--- src/rtl/fetch_unit.sv ---
// fetch_unit: instruction-fetch stage with req/ack memory port and a skid buffer.
// Optional perf counters are built when FETCH_PERF_EN is defined.
module fetch_unit #(
  parameter int          PC_W    = 20,
  parameter int          INSTR_W = 20,
  parameter int unsigned PC_STEP = 1
) (
  input  logic               clk,
  input  logic               rst,
  input  logic [PC_W-1:0]    pc,
  output logic [PC_W-1:0]    next,
  output logic               imem_req,
  output logic [PC_W-1:0]    imem_addr,
  input  logic               imem_ack,
  input  logic [INSTR_W-1:0] imem_rdata,
  input  logic               redirect_valid,
  input  logic [PC_W-1:0]    redirect_target,
  output logic               if_valid,
  output logic [INSTR_W-1:0] if_instr,
  output logic [PC_W-1:0]    if_pc,
  input  logic               id_ready
`ifdef FETCH_PERF_EN
  ,
  output logic [31:0]        perf_fetched,
  output logic [31:0]        perf_flushes
`endif
);

  localparam logic [1:0] S_ISSUE = 2'd0;
  localparam logic [1:0] S_STALL = 2'd1;
  localparam logic [1:0] S_DROP  = 2'd2;

  localparam logic [PC_W-1:0] STEP = PC_W'(PC_STEP);

  logic [1:0]         state_q, state_d;
  logic               if_valid_q, if_valid_d;
  logic [INSTR_W-1:0] if_instr_q, if_instr_d;
  logic [PC_W-1:0]    if_pc_q, if_pc_d;
  logic               skid_valid_q, skid_valid_d;
  logic [INSTR_W-1:0] skid_instr_q, skid_instr_d;
  logic [PC_W-1:0]    skid_pc_q, skid_pc_d;
  logic [PC_W-1:0]    addr_q, addr_d;

  logic               req_c;
  logic [PC_W-1:0]    addr_c;
  logic [PC_W-1:0]    next_c;
  logic [PC_W-1:0]    pc_inc;
  logic               out_free;
  logic               consume;

  assign pc_inc   = pc + STEP;
  assign out_free = !if_valid_q || id_ready;
  assign consume  = if_valid_q && id_ready;

  // Next-state, next-PC and memory request decode
  always_comb begin
    state_d      = state_q;
    if_valid_d   = if_valid_q && !id_ready;
    if_instr_d   = if_instr_q;
    if_pc_d      = if_pc_q;
    skid_valid_d = skid_valid_q;
    skid_instr_d = skid_instr_q;
    skid_pc_d    = skid_pc_q;
    addr_d       = addr_q;
    req_c        = 1'b0;
    addr_c       = pc;
    next_c       = pc;
    unique case (state_q)
      S_ISSUE: begin
        req_c  = 1'b1;
        addr_c = pc;
        addr_d = pc;
        if (redirect_valid) begin
          // a same-cycle ack completes the old access, so no drain needed
          if_valid_d = 1'b0;
          next_c     = redirect_target;
          state_d    = imem_ack ? S_ISSUE : S_DROP;
        end else if (imem_ack && out_free) begin
          if_valid_d = 1'b1;
          if_instr_d = imem_rdata;
          if_pc_d    = pc;
          next_c     = pc_inc;
        end else if (imem_ack) begin
          skid_valid_d = 1'b1;
          skid_instr_d = imem_rdata;
          skid_pc_d    = pc;
          next_c       = pc_inc;
          state_d      = S_STALL;
        end
      end
      S_STALL: begin
        if (redirect_valid) begin
          if_valid_d   = 1'b0;
          skid_valid_d = 1'b0;
          next_c       = redirect_target;
          state_d      = S_ISSUE;
        end else if (consume) begin
          if_valid_d   = skid_valid_q;
          if_instr_d   = skid_instr_q;
          if_pc_d      = skid_pc_q;
          skid_valid_d = 1'b0;
          state_d      = S_ISSUE;
        end
      end
      S_DROP: begin
        // keep the stale request stable until memory answers it
        req_c      = 1'b1;
        addr_c     = addr_q;
        if_valid_d = 1'b0;
        if (redirect_valid) begin
          next_c = redirect_target;
        end
        if (imem_ack) begin
          state_d = S_ISSUE;
        end
      end
      default: begin
        if_valid_d   = 1'b0;
        skid_valid_d = 1'b0;
        state_d      = S_ISSUE;
      end
    endcase
  end

  // Pipeline state registers
  always_ff @(posedge clk or posedge rst) begin
    if (rst) begin
      state_q      <= S_ISSUE;
      if_valid_q   <= 1'b0;
      if_instr_q   <= '0;
      if_pc_q      <= '0;
      skid_valid_q <= 1'b0;
      skid_instr_q <= '0;
      skid_pc_q    <= '0;
      addr_q       <= '0;
    end else begin
      state_q      <= state_d;
      if_valid_q   <= if_valid_d;
      if_instr_q   <= if_instr_d;
      if_pc_q      <= if_pc_d;
      skid_valid_q <= skid_valid_d;
      skid_instr_q <= skid_instr_d;
      skid_pc_q    <= skid_pc_d;
      addr_q       <= addr_d;
    end
  end

  assign imem_req  = req_c && !rst;
  assign imem_addr = addr_c;
  assign next      = rst ? '0 : next_c;
  assign if_valid  = if_valid_q;
  assign if_instr  = if_instr_q;
  assign if_pc     = if_pc_q;

`ifdef FETCH_PERF_EN
  logic [31:0] fetched_q, fetched_d;
  logic [31:0] flushes_q, flushes_d;

  // Saturating delivery and redirect counters
  always_comb begin
    fetched_d = fetched_q;
    flushes_d = flushes_q;
    if (consume && fetched_q != 32'hFFFF_FFFF) begin
      fetched_d = fetched_q + 32'd1;
    end
    if (redirect_valid && flushes_q != 32'hFFFF_FFFF) begin
      flushes_d = flushes_q + 32'd1;
    end
  end

  // Counter registers
  always_ff @(posedge clk or posedge rst) begin
    if (rst) begin
      fetched_q <= '0;
      flushes_q <= '0;
    end else begin
      fetched_q <= fetched_d;
      flushes_q <= flushes_d;
    end
  end

  assign perf_fetched = fetched_q;
  assign perf_flushes = flushes_q;
`endif

endmodule

--- config.mk ---
export PLATFORM = sky130hd
export DESIGN_NAME = fetch_unit
export DESIGN_NICKNAME = d
export VERILOG_FILES = /design/src/rtl/fetch_unit.sv
export SDC_FILE = /design/constraint.sdc
export NUM_CORES = 1
export LEC_CHECK = 0
export CAP_MARGIN = 40
export CORE_ASPECT_RATIO = 0.6
export CORE_UTILIZATION = 54
export CTS_CLUSTER_SIZE = 40
export DETAILED_ROUTE_END_ITERATION = 8
export HOLD_SLACK_MARGIN = 0.15
export PLACE_DENSITY = 0.84
export RECOVER_POWER = 25
export SLEW_MARGIN = 20
export SYNTH_ARGS = -nofsm -noshare
export SYNTH_HDL_FRONTEND = slang
export SYNTH_SLANG_ARGS = --single-unit
--- constraint.sdc ---
create_clock -name clk -period 19 [get_ports clk]
set_clock_uncertainty 0.2 [all_clocks]
set_input_delay 3.8 -clock clk [delete_from_list [all_inputs] [get_ports clk]]
set_output_delay 3.8 -clock clk [all_outputs]
set_load 0.02 [all_outputs]
==> impl_metrics.toml <==
[die]
die_area_sq_um = 11200
core_area_sq_um = 10200
ios = 147
num_rows = 28
dieHeight_microns = 82.5
die_width_microns = 136
initial_utilization = 0.574

[place]
place_congestion = 0.860
dp_hpwl_microns = 11400
numPortBuffers = 146

[worst_setup_path]
cp.required_ns = 15.00
reg2reg_to = "skid_pc_q[3]$_DFFE_PP0P_"
reg2reg_from = "state_q[1]$_DFFE_PP0P_"
crit_type = "in -> out"
r2r_slack_ns = 15.63
worstSetupStartpointType = "input port"
cp-endpoint = "next[5]"
reg2regPathDepth = 8
end_kind = "output port"
crit_start = "rst"
arrival_ns = 8.42
crit_fanout = 63

[synth]
ys_seq_area_frac = 0.446
ys_types = 63
synthArstFlopShare = 1.00
synth.avg_cell_area_sq_um = 10.1
synth_edf_count = 0
synth_area_sq_um = 5830
yosys_warnings = 0
synth_cells = 575
synth_ff_type = "dfrtp_1"
synthesis.nets = 645
synth-seq-cells = 104

[clock_tree]
h-tree-depth = 3
cts_hold_buf = 0
root_buffer = "clkbuf_16"
clock_path_buffers = 2
clk_pin_slew_ns = 0.07
cts_inserted_buffers = 9
tritoncts = "yes"
cts_setup_buffers = 0
clkLatencyLatePin_ns = 0.34
cts.sinks = 104
cts_resized = 0

[power]
peakVddDrop_uv = 105
total_leakage_power_nw = 3.09
power_density_nw_per_um2 = 158
report.power.total_mw = 1.21

[timing]
tightest_slew_ns = 1.83
finalMaxSlewViolations = 43
finalSetupViolCount = 0
rsz0062_at_grt = "no"
setup-tns-final_ns = 0
timing.fmax_mhz = 80.5
fin_crit_sh = 0.654
slew-limit-headroom = -0.228
final.min_clock_period_ns = 12.42
hold_viol_final = 0

[route]
wl_per_cell_microns = 20.4
viasPerCell = 6.15
ant_nets = 0
drt_iter0_markers = 435
wl_microns = 16800
drc = 0
first_pass_iters = 5
vias = 5080

[global_routing]
gr-usage-all-layers = 0.304
grt_pass1_vias = 4979
globalRoute.totalOverflow = 0
grt_max_degree = 81
grt_antenna_before_repair = 0
grt_pass1_wl_microns = 25800

[finish]
areaGrowthSynthToFinish_pct = 31.3
nFillCells = 698
nets = 757
drive_above_1_share = 0.161
n_antenna_cell = 0

[worst_hold_path]
worstHoldStart = "addr_q[2]$_DFFE_PP0P_"
hold_class = "reg -> reg"

[run_status]
outcome = "finished, violations left"
violations = "capacitance limit, slew limit"

[job]
maxCapViolations = 1
==> flip-flops by register name, indices dropped and copies added (netlist names) <==
register,flops
skid_instr_q,20
state_q,2
addr_q,20
if_valid,1
if_instr,20
skid_valid_q,1
skid_pc_q,20
if_pc,20
==> how the worst min path moves through the flow <==
stage,endpoint,slack [ns],depth (start not counted)
2_1_floorplan,addr_q[0]$_DFFE_PP0P_,0.27,1
3_5_place_dp,addr_q[19]$_DFFE_PP0P_,0.29,1
6_report,addr_q[2]$_DFFE_PP0P_,0.31,1
3_3_place_gp,addr_q[8]$_DFFE_PP0P_,0.28,1
5_1_grt,addr_q[19]$_DFFE_PP0P_,0.32,1
4_1_cts,addr_q[3]$_DFFE_PP0P_,0.31,1
==> through the flow <==
stage                     hold WS (ns)  cell area (sq um)  setup WS (ns)  utilization  std cells
after floorplan                  0.275               5830           7.49            -        575
after global placement           0.283               7330           7.94        0.722        808
after detailed placement         0.292               7340           7.79        0.722        808
after CTS                        0.307               7610           7.79        0.750        823
after global routing             0.320               7660           5.98        0.754        826
final                            0.306               7660           6.58        0.754        826
==> cells in the mapped netlist, types with 4 or more instances <==
library cell  count  area [sq um]
mux2_2           76           856
nand2_1          19          71.3
inv_1            11          41.3
ha_1              5          62.6
o21ai_0          20           100
nor2_1           59           221
nor2b_1           9          56.3
dfrtp_1         104          2600
o22ai_1           4          25.0
mux2i_1          45           450
and3_1            7          43.8
clkbuf_1         47           176
a221oi_1          6          52.6
a21oi_1          57           285
nor4_1            9          56.3
buf_1             6          22.5
o21a_1            4          30.0
nand4_1          11          68.8
o211ai_1          7          52.6
nand3_1           5          25.0
==> cells by family after synthesis <==
group,count (synthesis),synth area share
AOI/OAI and AO/OA,138,0.154
and+or+nand+nor,138,0.118
muxes,122,0.227
DFF,104,0.446
buffers and inverters,68,0.0444
adders and majority gates,5,0.0107
==> critical path, cell delays in order <==
cell and delay, ns:
dlygate4sd3_1 1.05, clkinvlp_2 1.69, clkbuf_1 0.66, buf_16 0.33, o311ai_0 0.14, o21ai_0 0.15, clkdlybuf4s50_1 0.55
==> metal layers <==
| metal | vias to the layer above | share of wire | track usage |
|---|---|---|---|
| met4 | 0 | 0.0073 | 0.0722 |
| met5 | - | 0 | 0 |
| met1 | 2483 | 0.46 | 0.414 |
| li1 | 2329 | - | - |
| met2 | 255 | 0.44 | 0.483 |
| met3 | 13 | 0.092 | 0.0842 |
==> area by class of cell <==
cell class              instances  area (sq um)  area share
repair buffers                157          1570       0.205
well taps                     135           169      0.0221
clock buffers                  10           239      0.0312
flip-flops and latches        104          2600       0.340
multi-input cells             403          3000       0.391
clock inverters                 5          38.8     0.00506
inverters                      12          46.3     0.00604
==> cells in the final DEF (no fill, tap or decap), drive strengths merged, types with 4 or more instances in the layout <==
cell type      netlist  final
a21oi               57     57
clkdlybuf4s50        0    115
dfrtp              104    104
inv                 11     14
mux2i               45     45
mux2                77     77
nand3                5      5
nor2                59     59
nor4                 9      9
o21ai               20     20
o21a                 4      4
o22ai                4      4
nand4               12     12
nor2b                9      9
clkbuf              47     11
ha                   5      5
dlygate4sd3          0     31
nand2               19     19
o211ai               7      7
a221oi               6      6
buf                  9     10
and3                 8      8
==> power by group <==
part,switching [mW],internal (mW),total [mW]
combinational,0.347,0.302,0.649
sequential,0.0582,0.324,0.382
clock,0.0837,0.0932,0.177
total,0.489,0.719,1.21
Note: power is estimated with default switching activity, not from simulation.
